$ cat config.mk
export PLATFORM = sky130hd
export DESIGN_NAME = hamming_secded_codec
export DESIGN_NICKNAME = d
export VERILOG_FILES = /design/src/rtl/hamming_secded_codec.sv
export SDC_FILE = /design/constraint.sdc
export NUM_CORES = 1
export LEC_CHECK = 0
export BUFFER_PORTS_ARGS = -buffer_cell sky130_fd_sc_hd__buf_2
export CORE_MARGIN = 5
export CORE_UTILIZATION = 45
export CTS_CLUSTER_SIZE = 14
export DETAILED_ROUTE_END_ITERATION = 8
export MAX_ROUTING_LAYER = met4
export PLACE_DENSITY = 0.71
export SLEW_MARGIN = 25
export SYNTH_ARGS = -nofsm -noshare
export SYNTH_HDL_FRONTEND = slang
export SYNTH_SLANG_ARGS = --single-unit
$ cat constraint.sdc
create_clock -name clk -period 3.4 [get_ports clk]
set_input_delay 0.51 -clock clk [delete_from_list [all_inputs] [get_ports clk]]
set_output_delay 0.51 -clock clk [all_outputs]
set_load 0.02 [all_outputs]
$ cat src/rtl/hamming_secded_codec.sv
// Pipelined Hamming SECDED encoder/decoder with valid/ready streaming on both sides
// and saturating counters of corrected and uncorrectable errors.
module hamming_secded_codec #(
    parameter int unsigned DATA_W = 11,
    parameter int unsigned CNT_W  = 16,
    localparam int unsigned R = (DATA_W <= 4)   ? 3 :
                                (DATA_W <= 11)  ? 4 :
                                (DATA_W <= 26)  ? 5 :
                                (DATA_W <= 57)  ? 6 :
                                (DATA_W <= 120) ? 7 :
                                (DATA_W <= 247) ? 8 :
                                (DATA_W <= 502) ? 9 : 10,
    localparam int unsigned CODE_W = DATA_W + R + 1
) (
    input  logic              clk,
    input  logic              rst_n,
    input  logic              in_valid,
    output logic              in_ready,
    input  logic              in_mode,
    input  logic [CODE_W-1:0] in_data,
    output logic              out_valid,
    input  logic              out_ready,
    output logic [CODE_W-1:0] out_data,
    output logic [R-1:0]      out_syndrome,
    output logic              out_single,
    output logic              out_double,
    input  logic              clr_cnt,
    output logic [CNT_W-1:0]  cnt_corr,
    output logic [CNT_W-1:0]  cnt_uncorr
);
    // Hamming positions 1..PW; the overall parity bit sits above them
    localparam int unsigned PW = CODE_W - 1;

    typedef struct packed {
        logic [CODE_W-1:0] data;
        logic [R-1:0]      syn;
        logic              single;
        logic              double;
    } stage_t;

    function automatic logic [CODE_W-1:0] encode(input logic [DATA_W-1:0] d);
        logic [CODE_W-1:0] c;
        int unsigned j;
        c = '0;
        j = 0;
        for (int unsigned p = 1; p <= PW; p++) begin
            if ((p & (p - 1)) != 0) begin
                c[p-1] = d[j];
                j++;
            end
        end
        for (int unsigned k = 0; k < R; k++) begin
            for (int unsigned p = 1; p <= PW; p++) begin
                if (p[k] && ((p & (p - 1)) != 0)) c[(1 << k) - 1] ^= c[p-1];
            end
        end
        c[CODE_W-1] = ^c[CODE_W-2:0];
        return c;
    endfunction

    function automatic logic [DATA_W-1:0] extract(input logic [CODE_W-1:0] c);
        logic [DATA_W-1:0] d;
        int unsigned j;
        d = '0;
        j = 0;
        for (int unsigned p = 1; p <= PW; p++) begin
            if ((p & (p - 1)) != 0) begin
                d[j] = c[p-1];
                j++;
            end
        end
        return d;
    endfunction

    logic [R-1:0]      syn;
    logic              par;
    logic [CODE_W-1:0] fixed;
    stage_t            res;
    stage_t            s1_q, s1_d, s2_q, s2_d;
    logic              s1_valid_q, s1_valid_d, s2_valid_q, s2_valid_d;
    logic              en1, en2, xfer;
    logic [CNT_W-1:0]  cnt_corr_q, cnt_corr_d, cnt_uncorr_q, cnt_uncorr_d;

    always_comb begin
        syn = '0;
        for (int unsigned p = 1; p <= PW; p++) begin
            if (in_data[p-1]) syn ^= p[R-1:0];
        end
        par   = ^in_data;
        fixed = in_data;
        // Only a single error (odd parity, in-range syndrome) flips a bit
        for (int unsigned p = 1; p <= PW; p++) begin
            if (par && (syn == p[R-1:0])) fixed[p-1] = ~fixed[p-1];
        end
        res = '0;
        if (in_mode) begin
            res.data   = CODE_W'(extract(fixed));
            res.syn    = syn;
            res.single = par && (32'(syn) <= PW);
            res.double = (par && (32'(syn) > PW)) || (!par && (syn != '0));
        end else begin
            res.data = encode(in_data[DATA_W-1:0]);
        end
    end

    assign en2      = !s2_valid_q || out_ready;
    assign en1      = !s1_valid_q || en2;
    assign in_ready = en1;
    assign xfer     = s2_valid_q && out_ready;

    always_comb begin
        s1_valid_d = s1_valid_q;
        s1_d       = s1_q;
        s2_valid_d = s2_valid_q;
        s2_d       = s2_q;
        if (en1) begin
            s1_valid_d = in_valid;
            s1_d       = res;
        end
        if (en2) begin
            s2_valid_d = s1_valid_q;
            s2_d       = s1_q;
        end
    end

    always_comb begin
        cnt_corr_d   = cnt_corr_q;
        cnt_uncorr_d = cnt_uncorr_q;
        if (clr_cnt) begin
            cnt_corr_d   = '0;
            cnt_uncorr_d = '0;
        end else if (xfer) begin
            if (s2_q.single && (cnt_corr_q != '1)) cnt_corr_d = cnt_corr_q + CNT_W'(1);
            if (s2_q.double && (cnt_uncorr_q != '1)) cnt_uncorr_d = cnt_uncorr_q + CNT_W'(1);
        end
    end

    always_ff @(posedge clk or negedge rst_n) begin
        if (!rst_n) begin
            s1_valid_q   <= 1'b0;
            s1_q         <= '0;
            s2_valid_q   <= 1'b0;
            s2_q         <= '0;
            cnt_corr_q   <= '0;
            cnt_uncorr_q <= '0;
        end else begin
            s1_valid_q   <= s1_valid_d;
            s1_q         <= s1_d;
            s2_valid_q   <= s2_valid_d;
            s2_q         <= s2_d;
            cnt_corr_q   <= cnt_corr_d;
            cnt_uncorr_q <= cnt_uncorr_d;
        end
    end

    assign out_valid    = s2_valid_q;
    assign out_data     = s2_q.data;
    assign out_syndrome = s2_q.syn;
    assign out_single   = s2_q.single;
    assign out_double   = s2_q.double;
    assign cnt_corr     = cnt_corr_q;
    assign cnt_uncorr   = cnt_uncorr_q;

endmodule
==> run metrics <==
status=finished clean; depth of the CTS H-tree=3; setup bufs post-CTS=0; io pins=78; Clock transition at path regs=0.08 ns; synthesis-to-layout area growth=16.2%; diode count=0; Setup TNS=0 ns; initial antenna violation count=0; Distinct cells, synth=51; TritonCTS clock tree=done; initial core utilization=0.460; Worst Path Required=3.62 ns; TritonRoute pass-1 iters=4; post-CTS sizing=0; async set-reset flop share out of synthesis=1.00; Tmin final=2.51 ns; Util after Layout=0.534; number of max-cap violations=0; RSZ-0062 raised after global routing=false; Syn Nets=424; Crit. End Element=flop; vias in the first global route=3,139; top layer in use=met4; Avg Inst Size Synth=10.6 um^2; FF-to-FF Start=cnt_uncorr[7]$_DFFE_PN0P_; crit-path most repeated cell=nor2_1; hpwl dp=6760 um; root buffer cell=clkbuf_8; Area after DPL=4690 um^2; Tot Pwr=0.00266 W; starting DRC count in detailed routing=154; final wirelength=9370 um; first-pass GRT wire length=15,400 um; post-route ant nets=0; Primary FF master, synth=dfrtp_1; post-synthesis sequential area ratio=0.462; GP Congestion=0.902; Worst VDD drop=229 uV; CTS Buf Count=9; worst skew pair latency=0.35 ns; global-route usage over all layers=0.175; EDFF count, synth=0; most common cell after layout, fill and taps aside=dfrtp_1; Final Slew Violations=0; Peak Freq=399 MHz; WL per Instance=16.0 um; Bufs and invs on worst path=0; Critical Path AT=2.72 ns; worst-path cell chain=nand4_1 > or4_1 > o311ai_2 > nor2_1 > nand3_1 > xor2_1 > nor2_1; yosys warns=0; critical setup path kind=flop to flop; met2 WL=4340 um; Layout Skew=0.0138 ns; Pwr Density=542 nW/um^2; Die ar.=11,400 um^2; Synth Register Bits=78; Worst-Margin Slew=0.683 ns; Chip Width=107 um; drt via density=5.36; fin area=4910 um^2; DIE HEIGHT=107 um; Critical Path Start=cnt_uncorr[7]$_DFFE_PN0P_; CP startpoint kind=flop; DP Worst Slack=0.530 ns; CP max FO=6; detailed-route via count=3,149; clock sinks=78; ratio of cells with drive above 1 in the final layout=0.284; largest net degree at the start of global routing=79; GRT overflow=0; M1 WL=4280 um; fin worst setup slack=0.894 ns; area of the mapped netlist=4230 um^2; met3 WL=525 um; Gate Count Post-Synth=400; commonest non-fill, non-tap cells in the layout=78 x dfrtp_1, 76 x buf_2, 39 x nand2_1; CP peak stage delay=0.57 ns; num rows=35; number of port buffers=77; Hold Fails Final Rpt=0; Slew HR=0.544; worst hold path class=primary input to async pin; maximum clock insertion buffer count=2; # hold bufs at CTS=0; core area=9200 um^2; final period utilization=0.737; # DRC=0; fin nets=495; slowest library cell on the worst path=or4_1; Leakage=2.22 nW; Setup-failing EPs final=0; Top Family by Delay on Critical Path=simple AND/OR/NAND/NOR gates
-- report_power, final --
part           switching (W)  internal [W]
clock               0.000356      0.000386
sequential         0.0000837       0.00106
combinational       0.000450      0.000328
total               0.000890       0.00177
-- routing by layer --
metal | up-vias | track usage
met1 | 1525 | 0.230
li1 | 1513 | -
met2 | 95 | 0.272
met3 | 16 | 0.0241
met5 | - | -
met4 | 0 | 0.0767
-- path summary, 6_finish.rpt --
check | endpoint | slack (ns) | depth (start not counted)
setup / recovery | cnt_uncorr[10]$_DFFE_PN0P_ | 0.89 | 7
hold / removal | cnt_uncorr[8]$_DFFE_PN0P_ | 0.17 | 1
setup reg to reg | cnt_uncorr[10]$_DFFE_PN0P_ | 0.89 | 7
hold reg to reg | out_valid$_DFFE_PN0P_ | 0.45 | 1
max in group asynchronous | s1_q[16]$_DFFE_PN0P_ | 2.76 | 1
min in group clk | s1_valid_q$_DFFE_PN0P_ | 0.37 | 2
-- sequential cells by signal, indices dropped and copies added (netlist names) --
signal	flops
s1_q	22
cnt_corr	16
cnt_uncorr	16
out_data	16
out_syndrome	4
out_double	1
out_single	1
out_valid	1
s1_valid_q	1
-- worst reg2reg max path: stages, from the launching register on --
cell and delay (ns):
dfrtp_1 0.44, nand4_1 0.21, or4_1 0.57, o311ai_2 0.55
nor2_1 0.22, nand3_1 0.18, xor2_1 0.16, nor2_1 0.05
-- cells in the mapped netlist, types with 2 or more instances --
master    number  area, um^2
nand2_1       39         146
inv_1          7        26.3
or4_1          2        15.0
nor2_1        30         113
and3_1         4        25.0
nor4_2         2        25.0
xor2_1        29         254
o22ai_1        4        25.0
a21oi_1       16        80.1
o21ai_1        8        40.0
mux2_2        22         248
and2_1         2        12.5
xnor3_1        3        67.6
nand3b_1       6        45.0
nor2b_1        3        18.8
xor3_2         2        50.1
a31oi_1        2        12.5
nor3b_1        5        37.5
xnor2_1       34         298
nand2b_1       5        31.3
nand3_1        6        30.0
dfrtp_1       78        1950
xnor3_2        2        47.6
ha_1           2        25.0
nand4_1       11        68.8
or2_2          2        12.5
mux2i_1        2        20.0
o21ai_0       18        90.1
or3_1         11        68.8
clkbuf_1      16        60.1
buf_2          2        10.0
nor3_1         6        30.0
-- through the flow --
| stage | cells | hold WS (ns) |
|---|---|---|
| 6_report | 587 | 0.171 |
| 5_1_grt | 587 | 0.243 |
| 4_1_cts | 587 | 0.341 |
| 3_5_place_dp | 571 | 0.452 |
| 3_3_place_gp | 571 | 0.443 |
| 2_1_floorplan | 400 | 0.214 |
-- logic make-up (layout without fill, tap and decap cells) --
| kind of cell | after synthesis | in the layout | share of synthesized area |
|---|---|---|---|
| and+or+nand+nor | 141 | 141 | 0.174 |
| muxes | 26 | 26 | 0.0719 |
| buffers and inverters | 26 | 102 | 0.0255 |
| AOI/OAI and AO/OA | 54 | 54 | 0.0740 |
| DFF | 78 | 78 | 0.462 |
| adders and majority gates | 2 | 2 | 0.00592 |
| xor gates and xnor gates | 73 | 73 | 0.187 |
-- final cells by class --
class,instances,area (um^2)
fill,842,4290
multi-input combinational,296,2170
sequential,78,1950
timing repair buffer,79,407
clock buffer,11,151
tap,111,139
clock inverter,5,65.1
inverter,7,26.3
No activity file was read; power rests on OpenSTA's default activity.
